$ cat config.mk
export PLATFORM = sky130hd
export DESIGN_NAME = exe_stage_flat
export DESIGN_NICKNAME = d
export VERILOG_FILES = /design/src/rtl/exe_stage_pkg.sv /design/src/rtl/exe_stage_if.sv /design/src/rtl/exe_long_op_ctrl.sv /design/src/rtl/exe_stage.sv /design/src/flat_wrapper.sv
export SDC_FILE = /design/constraint.sdc
export NUM_CORES = 1
export LEC_CHECK = 0
export BUFFER_PORTS_ARGS = -buffer_cell sky130_fd_sc_hd__buf_2
export CAP_MARGIN = 20
export CORE_AREA = 2 2 152 154
export CTS_CLUSTER_DIAMETER = 80
export DETAILED_ROUTE_END_ITERATION = 10
export DIE_AREA = 0 0 154 156
export SLEW_MARGIN = 20
export SYNTH_ARGS = -nofsm -noshare
export SYNTH_HDL_FRONTEND = slang
export SYNTH_SLANG_ARGS = --single-unit
$ cat constraint.sdc
create_clock -name clk -period 5.9 [get_ports clk]
set_input_delay 0 -clock clk [delete_from_list [all_inputs] [get_ports clk]]
set_output_delay 0 -clock clk [all_outputs]
set_load 0.02 [all_outputs]
$ cat src/rtl/exe_stage_pkg.sv
// rtl/exe_stage_pkg.sv - opcode bit indices and divide sequencer states shared across the core
package exe_stage_pkg;

    localparam int OP_W     = 19;

    localparam int OP_ADD   = 0;
    localparam int OP_SUB   = 1;
    localparam int OP_AND   = 4;
    localparam int OP_OR    = 6;
    localparam int OP_XOR   = 7;
    localparam int OP_MUL   = 12;
    localparam int OP_MULH  = 13;
    localparam int OP_MULHU = 14;
    localparam int OP_DIV   = 15;
    localparam int OP_DIVU  = 16;
    localparam int OP_MOD   = 17;
    localparam int OP_MODU  = 18;

    typedef enum logic [2:0] {
        S_IDLE,
        S_REQ,
        S_WAIT,
        S_DONE,
        S_DRAIN
    } div_state_t;

    function automatic logic op_is_div(input logic [OP_W-1:0] op);
        return op[OP_DIV] | op[OP_DIVU] | op[OP_MOD] | op[OP_MODU];
    endfunction

    function automatic logic op_is_mul(input logic [OP_W-1:0] op);
        return op[OP_MUL] | op[OP_MULH] | op[OP_MULHU];
    endfunction

endpackage

$ cat src/rtl/exe_stage_if.sv
// rtl/exe_stage_if.sv - ID to EX instruction handshake bundle
interface exe_stage_if
    import exe_stage_pkg::*;
#(
    parameter int PC_W = 32
) ();
    logic            ds_to_es_valid;
    logic            es_allowin;
    logic [OP_W-1:0] ds_alu_op;
    logic [31:0]     ds_src1;
    logic [31:0]     ds_src2;
    logic [4:0]      ds_rd;
    logic            ds_rf_we;
    logic [PC_W-1:0] ds_pc;

    modport master (
        output ds_to_es_valid, ds_alu_op, ds_src1, ds_src2, ds_rd, ds_rf_we, ds_pc,
        input  es_allowin
    );

    modport slave (
        input  ds_to_es_valid, ds_alu_op, ds_src1, ds_src2, ds_rd, ds_rf_we, ds_pc,
        output es_allowin
    );
endinterface

$ cat src/rtl/exe_long_op_ctrl.sv
// rtl/exe_long_op_ctrl.sv - divide request/response sequencer, multiply latency counter, ready_go
module exe_long_op_ctrl
    import exe_stage_pkg::*;
#(
    parameter int MUL_LAT = 2
) (
    input  logic        clk,
    input  logic        reset,
    input  logic        flush,
    input  logic        latch,
    input  logic        ds_is_div,
    input  logic        ds_is_mul,
    input  logic        is_div,
    input  logic        is_mul,
    input  logic        ms_allowin,
    output logic        div_req,
    input  logic        div_req_ready,
    input  logic        div_resp_valid,
    input  logic [31:0] div_resp_data,
    output logic [31:0] div_result,
    output logic        es_ready_go,
    output logic        in_drain
);
    div_state_t state;
    logic [2:0] mul_cnt;

    assign es_ready_go = is_div ? (state == S_DONE) :
                         is_mul ? (mul_cnt == 3'd0) : 1'b1;
    assign in_drain    = (state == S_DRAIN);

    always_ff @(posedge clk) begin
        if (reset) begin
            state      <= S_IDLE;
            div_req    <= 1'b0;
            mul_cnt    <= 3'd0;
            div_result <= 32'd0;
        end else begin
            if (flush)
                mul_cnt <= 3'd0;
            else if (latch)
                mul_cnt <= ds_is_mul ? 3'(MUL_LAT - 1) : 3'd0;
            else if (mul_cnt != 3'd0)
                mul_cnt <= mul_cnt - 3'd1;

            case (state)
                S_IDLE: begin
                    if (latch && ds_is_div) begin
                        state   <= S_REQ;
                        div_req <= 1'b1;
                    end
                end
                S_REQ: begin
                    if (flush) begin
                        // an accepted request still owes us a response pulse
                        state   <= div_req_ready ? S_DRAIN : S_IDLE;
                        div_req <= 1'b0;
                    end else if (div_req_ready) begin
                        state   <= S_WAIT;
                        div_req <= 1'b0;
                    end
                end
                S_WAIT: begin
                    // a response arriving in the flush cycle is already consumed
                    if (flush)
                        state <= div_resp_valid ? S_IDLE : S_DRAIN;
                    else if (div_resp_valid) begin
                        div_result <= div_resp_data;
                        state      <= S_DONE;
                    end
                end
                S_DONE: begin
                    if (flush)
                        state <= S_IDLE;
                    else if (ms_allowin) begin
                        state   <= (latch && ds_is_div) ? S_REQ : S_IDLE;
                        div_req <= latch && ds_is_div;
                    end
                end
                S_DRAIN: begin
                    if (div_resp_valid)
                        state <= S_IDLE;
                end
                default: state <= S_IDLE;
            endcase
        end
    end

    resp_only_when_expected: assert property (@(posedge clk) disable iff (reset)
        div_resp_valid |-> (state == S_WAIT || state == S_DRAIN));

endmodule

$ cat src/rtl/exe_stage.sv
// rtl/exe_stage.sv - execute stage: ID/MEM handshake, payload registers and bypass port
module exe_stage
    import exe_stage_pkg::*;
#(
    parameter int MUL_LAT = 2,
    parameter int PC_W    = 32
) (
    input  logic             clk,
    input  logic             reset,
    exe_stage_if.slave       ds,
    input  logic             flush,
    output logic [OP_W-1:0]  alu_op,
    output logic [31:0]      alu_src1,
    output logic [31:0]      alu_src2,
    input  logic [31:0]      alu_result,
    output logic             div_req,
    input  logic             div_req_ready,
    input  logic             div_resp_valid,
    input  logic [31:0]      div_resp_data,
    output logic             es_to_ms_valid,
    input  logic             ms_allowin,
    output logic [31:0]      es_result,
    output logic [4:0]       es_rd,
    output logic             es_rf_we,
    output logic [PC_W-1:0]  es_pc,
    output logic             es_fwd_we,
    output logic [4:0]       es_fwd_rd,
    output logic [31:0]      es_fwd_data,
    output logic             es_fwd_stall
);
    logic        es_valid;
    logic        es_ready_go;
    logic        in_drain;
    logic        allowin;
    logic        latch;
    logic        is_div;
    logic        is_mul;
    logic        ds_is_div;
    logic        ds_is_mul;
    logic [31:0] div_result;

    assign is_div    = op_is_div(alu_op);
    assign is_mul    = op_is_mul(alu_op);
    assign ds_is_div = op_is_div(ds.ds_alu_op);
    assign ds_is_mul = op_is_mul(ds.ds_alu_op);

    // no new instruction may enter while an orphaned divide response is outstanding
    assign allowin       = (~es_valid | (es_ready_go & ms_allowin)) & ~in_drain;
    assign latch         = ds.ds_to_es_valid & allowin & ~flush;
    assign ds.es_allowin = allowin;

    assign es_to_ms_valid = es_valid & es_ready_go;
    assign es_result      = is_div ? div_result : alu_result;
    assign es_fwd_we      = es_valid & es_rf_we & (es_rd != 5'd0);
    assign es_fwd_rd      = es_rd;
    assign es_fwd_data    = es_result;
    assign es_fwd_stall   = es_fwd_we & ~es_ready_go;

    always_ff @(posedge clk) begin
        if (reset) begin
            es_valid <= 1'b0;
            alu_op   <= '0;
            alu_src1 <= 32'd0;
            alu_src2 <= 32'd0;
            es_rd    <= 5'd0;
            es_rf_we <= 1'b0;
            es_pc    <= '0;
        end else begin
            if (flush)
                es_valid <= 1'b0;
            else if (allowin)
                es_valid <= ds.ds_to_es_valid;

            if (latch) begin
                alu_op   <= ds.ds_alu_op;
                alu_src1 <= ds.ds_src1;
                alu_src2 <= ds.ds_src2;
                es_rd    <= ds.ds_rd;
                es_rf_we <= ds.ds_rf_we;
                es_pc    <= ds.ds_pc;
            end
        end
    end

    exe_long_op_ctrl #(
        .MUL_LAT(MUL_LAT)
    ) u_long_op (
        .clk            (clk),
        .reset          (reset),
        .flush          (flush),
        .latch          (latch),
        .ds_is_div      (ds_is_div),
        .ds_is_mul      (ds_is_mul),
        .is_div         (is_div),
        .is_mul         (is_mul),
        .ms_allowin     (ms_allowin),
        .div_req        (div_req),
        .div_req_ready  (div_req_ready),
        .div_resp_valid (div_resp_valid),
        .div_resp_data  (div_resp_data),
        .div_result     (div_result),
        .es_ready_go    (es_ready_go),
        .in_drain       (in_drain)
    );

endmodule

$ cat src/flat_wrapper.sv
// flat-port wrapper written by rule: the top's interface ports become plain ports
module exe_stage_flat import exe_stage_pkg::*;
#(
    parameter int MUL_LAT = 2,
    parameter int PC_W    = 32
)
  (clk, reset, flush, alu_op, alu_src1, alu_src2, alu_result, div_req, div_req_ready, div_resp_valid, div_resp_data, es_to_ms_valid, ms_allowin, es_result, es_rd, es_rf_we, es_pc, es_fwd_we, es_fwd_rd, es_fwd_data, es_fwd_stall, ds_ds_to_es_valid, ds_ds_alu_op, ds_ds_src1, ds_ds_src2, ds_ds_rd, ds_ds_rf_we, ds_ds_pc, ds_es_allowin);
  exe_stage_if #(.PC_W(PC_W)) ds_i ();
  input  logic clk;
  input  logic reset;
  input  logic flush;
  output logic [OP_W-1:0] alu_op;
  output logic [31:0] alu_src1;
  output logic [31:0] alu_src2;
  input  logic [31:0] alu_result;
  output logic div_req;
  input  logic div_req_ready;
  input  logic div_resp_valid;
  input  logic [31:0] div_resp_data;
  output logic es_to_ms_valid;
  input  logic ms_allowin;
  output logic [31:0] es_result;
  output logic [4:0] es_rd;
  output logic es_rf_we;
  output logic [PC_W-1:0] es_pc;
  output logic es_fwd_we;
  output logic [4:0] es_fwd_rd;
  output logic [31:0] es_fwd_data;
  output logic es_fwd_stall;
  input wire logic [$bits(ds_i.ds_to_es_valid)-1:0] ds_ds_to_es_valid;
  input wire logic [$bits(ds_i.ds_alu_op)-1:0] ds_ds_alu_op;
  input wire logic [$bits(ds_i.ds_src1)-1:0] ds_ds_src1;
  input wire logic [$bits(ds_i.ds_src2)-1:0] ds_ds_src2;
  input wire logic [$bits(ds_i.ds_rd)-1:0] ds_ds_rd;
  input wire logic [$bits(ds_i.ds_rf_we)-1:0] ds_ds_rf_we;
  input wire logic [$bits(ds_i.ds_pc)-1:0] ds_ds_pc;
  output wire logic [$bits(ds_i.es_allowin)-1:0] ds_es_allowin;
  assign ds_i.ds_to_es_valid = ds_ds_to_es_valid;
  assign ds_i.ds_alu_op = ds_ds_alu_op;
  assign ds_i.ds_src1 = ds_ds_src1;
  assign ds_i.ds_src2 = ds_ds_src2;
  assign ds_i.ds_rd = ds_ds_rd;
  assign ds_i.ds_rf_we = ds_ds_rf_we;
  assign ds_i.ds_pc = ds_ds_pc;
  assign ds_es_allowin = ds_i.es_allowin;
  exe_stage #(.MUL_LAT(MUL_LAT), .PC_W(PC_W)) u_core (.clk(clk), .reset(reset), .ds(ds_i), .flush(flush), .alu_op(alu_op), .alu_src1(alu_src1), .alu_src2(alu_src2), .alu_result(alu_result), .div_req(div_req), .div_req_ready(div_req_ready), .div_resp_valid(div_resp_valid), .div_resp_data(div_resp_data), .es_to_ms_valid(es_to_ms_valid), .ms_allowin(ms_allowin), .es_result(es_result), .es_rd(es_rd), .es_rf_we(es_rf_we), .es_pc(es_pc), .es_fwd_we(es_fwd_we), .es_fwd_rd(es_fwd_rd), .es_fwd_data(es_fwd_data), .es_fwd_stall(es_fwd_stall));
endmodule
==> flow_metrics.tcl, run 1 <==
set metrics [dict create \
    cts_buffers 17 \
    yosys_warnings 0 \
    worstMarginPinSlew_ns 0.965 \
    cts_sinks 161 \
    utilization_pct 52.2 \
    route.detailed.drc 0 \
    hold_ws_ns 0.106 \
    ys_async_sr_fraction_pct 0 \
    final_max_slew_viol_count 0 \
    h-tree-depth 4 \
    rows 55 \
    ys_seq_elements 161 \
    wl_um 22500 \
    post_cts_resized 0 \
    clk_latency_ns 0.42 \
    power_switching_share_pct 29.5 \
    cp_max_fo 73 \
    grt_pass1_wl_um 35100 \
    drt_iter0_markers 242 \
    holdBufCountCts 157 \
    synth_edf_count 0 \
    leakage_nw 5.29 \
    syn_nets 1011 \
    ant_nets 0 \
    fmax_mhz 321 \
    layout_commonest_cell "buf_2" \
    core-area_um2 22400 \
    crit_buf_inv 2 \
    min_period_ns 3.11 \
    syn_avg_cell_area_um2 9.47 \
    peakVddDrop_uv 166 \
    min_period_over_period_pct 52.8 \
    synth_cell_type_count 40 \
    stdcell_area_um2 11700 \
    hold_path.class "in2reg" \
    status "complete, no violations" \
    area_growth_pct 50.8 \
    finalHoldViolCount 0 \
    grt_overflow 0 \
    critical_path.endpoint_type "flip-flop" \
    powerDensity_nw_per_um2 246 \
    finalClockSkew_ns 0.0121 \
    cpPeakStageDelay_ns 0.76 \
    dr.pass1.iters 6 \
    via_count 7061 \
    synthCells 817 \
    cts_tree "yes" \
    post_cts_buffers 0 \
    synth-seq-area-share_pct 41.7 \
    path_class "reg2reg" \
    cts.clk_slew.worst_paths_ns 0.07 \
    slowest_stage "o21a_4" \
    dp.cells 1396 \
    p_int_w 0.00202 \
    relSlewSlack_pct 35.6 \
    arrival_ns 3.45 \
    crit_family "compound AO/OA/AOI/OAI gates" \
    p_sw_w 0.000847 \
    clockPowerShare_pct 38.1 \
    power_frac_comb_pct 21.3 \
    ys.flop_type "dfxtp_1" \
    io_pins 387 \
    antenna_found_initial 1 \
    wl_per_cell_um 14.2 \
    start_util_pct 34.6 \
    gp_congestion 0.785 \
    die-area_um2 24000 \
    worstPathRequired_ns 6.23 \
    cp-start-kind "flip-flop" \
    synth_area_leaders "dfxtp_1 42%, nand2b_1 20%, mux2i_1 16%, mux2_2 4.7%, buf_4 3.7%" \
    grt_max_degree 170 \
    grt_usage_pct 18.0 \
    nNetsFinal 1481 \
    setup_viol 0 \
    finalNonFillerCells 1585 \
    place_area_um2 9520 \
    port_buffers 386 \
    synth_top_cell_area_share_pct 41.7 \
    grt_pass1_vias 6913 \
    yosys.area.top_type "dfxtp_1" \
    cts_buffer_depth 2 \
    layout_common_cells "385 x buf_2, 244 x nand2b_1, 161 x dfxtp_1" \
    synth_area_um2 7740 \
    drive_above_1_share_pct 35.3 \
    fin_setup_tns_ns 0 \
    cts-root-buf "clkbuf_16" \
    die_h_um 156 \
    vias_per_cell 4.45 \
    cap_violations 0 \
    seqPwrFrac_pct 40.6 \
    crit_chain "nor4_4 -> buf_4 -> o211a_1 -> o21a_4 -> buf_12 -> mux2i_1" \
    rsz0062_at_grt "no" \
    dpl.hpwl_um 15100 \
    die_x_um 154 \
]
cells in the mapped netlist, drive strengths merged, types with 2 or more instances:
library cell / number
a21oi: 35
buf: 51
clkbuf: 45
dfxtp: 161
ha: 2
inv: 6
mux2: 32
mux2i: 124
nand2: 70
nand2b: 244
nor2: 7
nor2b: 5
nor3b: 2
nor4: 3
o211a: 2
o211ai: 3
o21a: 2
o21ai: 2
o31ai: 3
xnor2: 2
flip-flops by register name, summed over array words and instances, names as in the netlist:
register and count:
u_core.u_long_op.div_result 32, u_core.alu_src1 32, u_core.u_long_op.mul_cnt 3, u_core.es_rf_we 1
u_core.es_pc 32, u_core.es_fwd_rd 5, u_core.alu_op 19, u_core.u_long_op.div_req 1
u_core.es_valid 1, u_core.alu_src2 32, u_core.u_long_op.state 3
cell type report:
type	count	area, um^2
multi-input cells	554	3940
repair buffers	547	3550
clock buffers	17	425
fillers	2069	10700
inverters	6	22.5
flip-flops and latches	161	3220
well taps	285	357
diodes	1	2.50
clock inverters	14	145
logic make-up (layout without fill, tap and decap cells):
family / after synthesis / after routing / share of synthesized area (%)
AOI/OAI and AO/OA: 55 / 55 / 4.33
xor gates and xnor gates: 2 / 2 / 0.226
adders and majority gates: 2 / 2 / 0.323
buffers and inverters: 102 / 584 / 7.57
DFF: 161 / 161 / 41.7
muxes: 156 / 156 / 20.7
other: 0 / 1 / 0
and+or+nand+nor: 339 / 339 / 25.2
worst register-to-register path, delay by kind of cell (launching register included):
family	cells	cell delay [ns]
compound gates	2	1.07
buf+inv	2	0.97
mux	1	0.39
flops	1	0.35
simple gates	1	0.26
per-stage QoR:
step	total power (W)	worst slack, ns
floorplan	0.00156	3.92
global placement	0.00172	2.87
detailed placement	0.00172	2.81
CTS	0.00291	2.79
global route	0.00300	2.61
finish	0.00287	2.79
final timing paths:
check / cells after the start / to / slack, ns / startpoint
setup / recovery: 6 / u_core.alu_src1[8] / 2.79 / u_core.alu_op[18]
hold / removal: 5 / u_core.u_long_op.state[1] / 0.11 / ms_allowin
setup reg to reg: 6 / u_core.alu_src1[8] / 2.79 / u_core.alu_op[18]
hold reg to reg: 2 / u_core.u_long_op.div_result[26] / 0.45 / u_core.u_long_op.div_result[26]
power by group through the flow:
stage          sequential (W)  combinational, W  clock, W
6_report              0.00116          0.000611   0.00109
2_1_floorplan         0.00124          0.000320         0
5_1_grt               0.00117          0.000657   0.00117
4_1_cts               0.00116          0.000614   0.00113
3_5_place_dp          0.00119          0.000530         0
3_3_place_gp          0.00119          0.000528         0
routing by layer:
metal,vias to the layer above,GRT usage [%],wire length [um]
met5,-,0,0
met4,0,6.14,442
met3,24,5.78,1730
met2,269,32.4,11200
met1,3192,20.2,9140
li1,3576,-,-
No activity file was read; power rests on OpenSTA's default activity.
==> run 2, diff against run 1 <==
ABC_AREA = 1   (was not set)
CORE_AREA = 2 2 149 151   (was 2 2 152 154)
DIE_AREA = 0 0 151 153   (was 0 0 154 156)
clock period = 3 ns   (was 5.9 ns; I/O delays follow)
==> flow_metrics.tcl, run 2 <==
set metrics [dict create \
    cts_buffers 17 \
    leakage_nw 5.23 \
    r2r_slack_ns 0.44 \
    hold_depth 4 \
    cts-root-buf "clkbuf_16" \
    route.detailed.drc 0 \
    antenna_found_initial 2 \
    synth_area_leaders "dfxtp_1 49%, nand2_1 19%, a21oi_1 9.6%, buf_4 5.7%, nor2_1 4.6%" \
    cap_violations 0 \
    min-delay-start "div_req_ready" \
    die_h_um 153 \
    timing.rr.start "u_core.u_long_op.mul_cnt[0]" \
    crit_buf_inv 4 \
    layout_common_cells "385 x buf_2, 340 x nand2_1, 161 x dfxtp_1" \
    synth_top_cell_area_share_pct 49.0 \
    yosys.area_share.adder_pct 0.380 \
    core-area_um2 21500 \
    area_growth_pct 61.2 \
    cts_sinks 161 \
    yosys.area.top_type "dfxtp_1" \
    synth_top_family_by_area "simple AND/OR/NAND/NOR gates" \
    grt_overflow 0 \
    cts.clk_slew.worst_paths_ns 0.06 \
    h-tree-depth 4 \
    synth-xor-area-share_pct 0.266 \
    gp_congestion 0.796 \
    cpPeakStageDelay_ns 0.55 \
    rows 54 \
    rsz0062_at_grt "no" \
    port_buffers 386 \
    post_cts_resized 0 \
    grt_pass1_vias 7165 \
    synth-seq-area-share_pct 49.0 \
    syn_avg_cell_area_um2 7.28 \
    grt_pass1_wl_um 35000 \
    synthCells 903 \
    synth_compound_gate_area_share_pct 13.7 \
    finalClockSkew_ns 0.0110 \
    layout_commonest_cell "buf_2" \
    ys_seq_elements 161 \
    utilization_pct 49.3 \
    worstPathRequired_ns 3.36 \
    fin_setup_tns_ns 0 \
    relSlewSlack_pct 38.0 \
    dpl.hpwl_um 15100 \
    wl_per_cell_um 13.5 \
    die-area_um2 23100 \
    drive_above_1_share_pct 31.8 \
    worstMarginPinSlew_ns 0.928 \
    finalHoldViolCount 0 \
    reg2reg_to "u_core.u_long_op.mul_cnt[0]" \
    yosys_warnings 0 \
    synth_area_um2 6580 \
    status "complete, no violations" \
    hold_path.class "in2reg" \
    start_util_pct 30.6 \
    ys_async_sr_fraction_pct 0 \
    grt_usage_pct 18.9 \
    grt_max_degree 72 \
    synth_edf_count 0 \
    powerDensity_nw_per_um2 584 \
    min_period_over_period_pct 85.4 \
    cp-start-kind "flip-flop" \
    vias_per_cell 4.43 \
    nNetsFinal 1580 \
    synth_cell_type_count 29 \
    synthTopCellsByCount "340 x nand2_1, 161 x dfxtp_1, 126 x a21oi_1" \
    min_period_ns 2.56 \
    min_to "u_core.u_long_op.state[0]" \
    via_count 7449 \
    clk_latency_ns 0.42 \
    die_x_um 151 \
    critical_path.endpoint_type "flip-flop" \
    syn_nets 1097 \
    fill_cells 2054 \
    arrival_ns 2.92 \
    muxShareOfSynthArea_pct 0 \
    dr.pass1.iters 4 \
    setup_viol 0 \
    crit_chain "inv_1 -> ha_1 -> inv_1 -> nor2_2 -> nor2_1 -> nand2_1 -> nand3_2 -> nand2_1 -> nand3_2 -> nor2_4 -> buf_4 -> o21ai_0 -> a21oi_1 -> dlygate4sd3_1" \
    cts_tree "yes" \
    cts_buffer_depth 2 \
    crit_family "buffers and inverters" \
    fmax_mhz 390 \
    ys.flop_type "dfxtp_1" \
    yosys.area_share.simple_pct 26.2 \
    cp_max_fo 23 \
    final_max_slew_viol_count 0 \
    yosysMostFrequentCell "nand2_1" \
    ant_nets 0 \
    io_pins 387 \
    slowest_stage "dlygate4sd3_1" \
    reg2reg_depth 14 \
    hold_ws_ns 0.0361 \
    peakVddDrop_uv 288 \
    wl_um 22700 \
    drt_iter0_markers 339 \
    path_class "reg2reg" \
]
run 2: cell count changes after synthesis, sizes merged, moves of 5 or more:
| cell | before | now |
|---|---|---|
| nand2 | 70 | 344 |
| nand2b | 244 | 0 |
| mux2i | 124 | 0 |
| a21oi | 35 | 128 |
| nor2 | 7 | 83 |
| o21ai | 2 | 41 |
| mux2 | 32 | 0 |
| inv | 6 | 27 |
| clkbuf | 45 | 30 |
| buf | 51 | 64 |
| nand3 | 1 | 8 |
| nor2b | 5 | 0 |
run 2: through the flow:
| step | instance area [um^2] | total power, W | setup WS (ns) | cells |
|---|---|---|---|---|
| 3_3_place_gp | 8380 | 0.00386 | 0.649 | 1485 |
| 3_5_place_dp | 8380 | 0.00387 | 0.598 | 1485 |
| 6_report | 10600 | 0.00620 | 0.437 | 1680 |
| 5_1_grt | 10600 | 0.00654 | 0.177 | 1680 |
| 2_1_floorplan | 6580 | 0.00345 | 1.24 | 903 |
| 4_1_cts | 10600 | 0.00626 | 0.0495 | 1675 |
run 2: worst max-delay path by stage:
stage,startpoint,depth (start not counted),slack [ns],end
after floorplan,u_core.u_long_op.mul_cnt[0],16,1.24,u_core.u_long_op.div_req
after global placement,u_core.u_long_op.mul_cnt[0],12,0.65,u_core.alu_op[14]
after detailed placement,u_core.u_long_op.mul_cnt[0],12,0.60,u_core.alu_src2[9]
after CTS,u_core.u_long_op.mul_cnt[0],13,0.05,u_core.u_long_op.mul_cnt[0]
after global routing,u_core.u_long_op.mul_cnt[0],14,0.18,u_core.u_long_op.mul_cnt[0]
final,u_core.u_long_op.mul_cnt[0],14,0.44,u_core.u_long_op.mul_cnt[0]
run 2: per-layer routing:
layer | routed length, um | GRT usage [%] | up-vias | share of wire [%]
met1 | 9200 | 21.0 | 3336 | 40
li1 | - | - | 3794 | -
met2 | 11400 | 34.3 | 286 | 50
met3 | 1700 | 4.78 | 31 | 7.5
met5 | 13 | 0 | - | 0.057
met4 | 455 | 7.21 | 2 | 2.0
run 2: kinds of logic (layout without fill, tap and decap cells):
kind of cell    after synthesis  after routing
buf+inv                     121            617
other cells                   0              1
simple gates                443            443
xor+xnor                      2              2
compound gates              174            174
flops                       161            161
fa+ha+maj                     2              2
run 2: layout make-up:
cell class / instances / area [um^2] / area share (%)
repair buffers: 558 / 3650 / 34.5
flip-flops and latches: 161 / 3220 / 30.4
multi-input cells: 621 / 2670 / 25.2
clock buffers: 19 / 453 / 4.27
well taps: 280 / 350 / 3.30
clock inverters: 13 / 146 / 1.38
inverters: 27 / 101 / 0.956
diodes: 1 / 2.50 / 0.0236
run 2: where the power goes:
group          internal (W)  switching (W)  total [W]  leakage [nW]
combinational      0.000625       0.000982    0.00161          3.62
clock               0.00122       0.000970    0.00219         0.291
sequential          0.00231      0.0000905    0.00240          1.31
total               0.00415        0.00204    0.00620          5.23
run 2: worst register-to-register path, cell delays in order, from the launching register on:
cell and delay [ns]:
dfxtp_1 0.30, inv_1 0.10, ha_1 0.15, inv_1 0.04, nor2_2 0.15, nor2_1 0.07
nand2_1 0.11, nand3_2 0.09, nand2_1 0.10, nand3_2 0.11, nor2_4 0.18, buf_4 0.30
o21ai_0 0.13, a21oi_1 0.12, dlygate4sd3_1 0.55
run 2: what timing repair did:
action,CTS,global route
buffers inserted,0,3
setup endpoints to repair,0,1
hold buffers,158,0
hold endpoints to repair,157,0
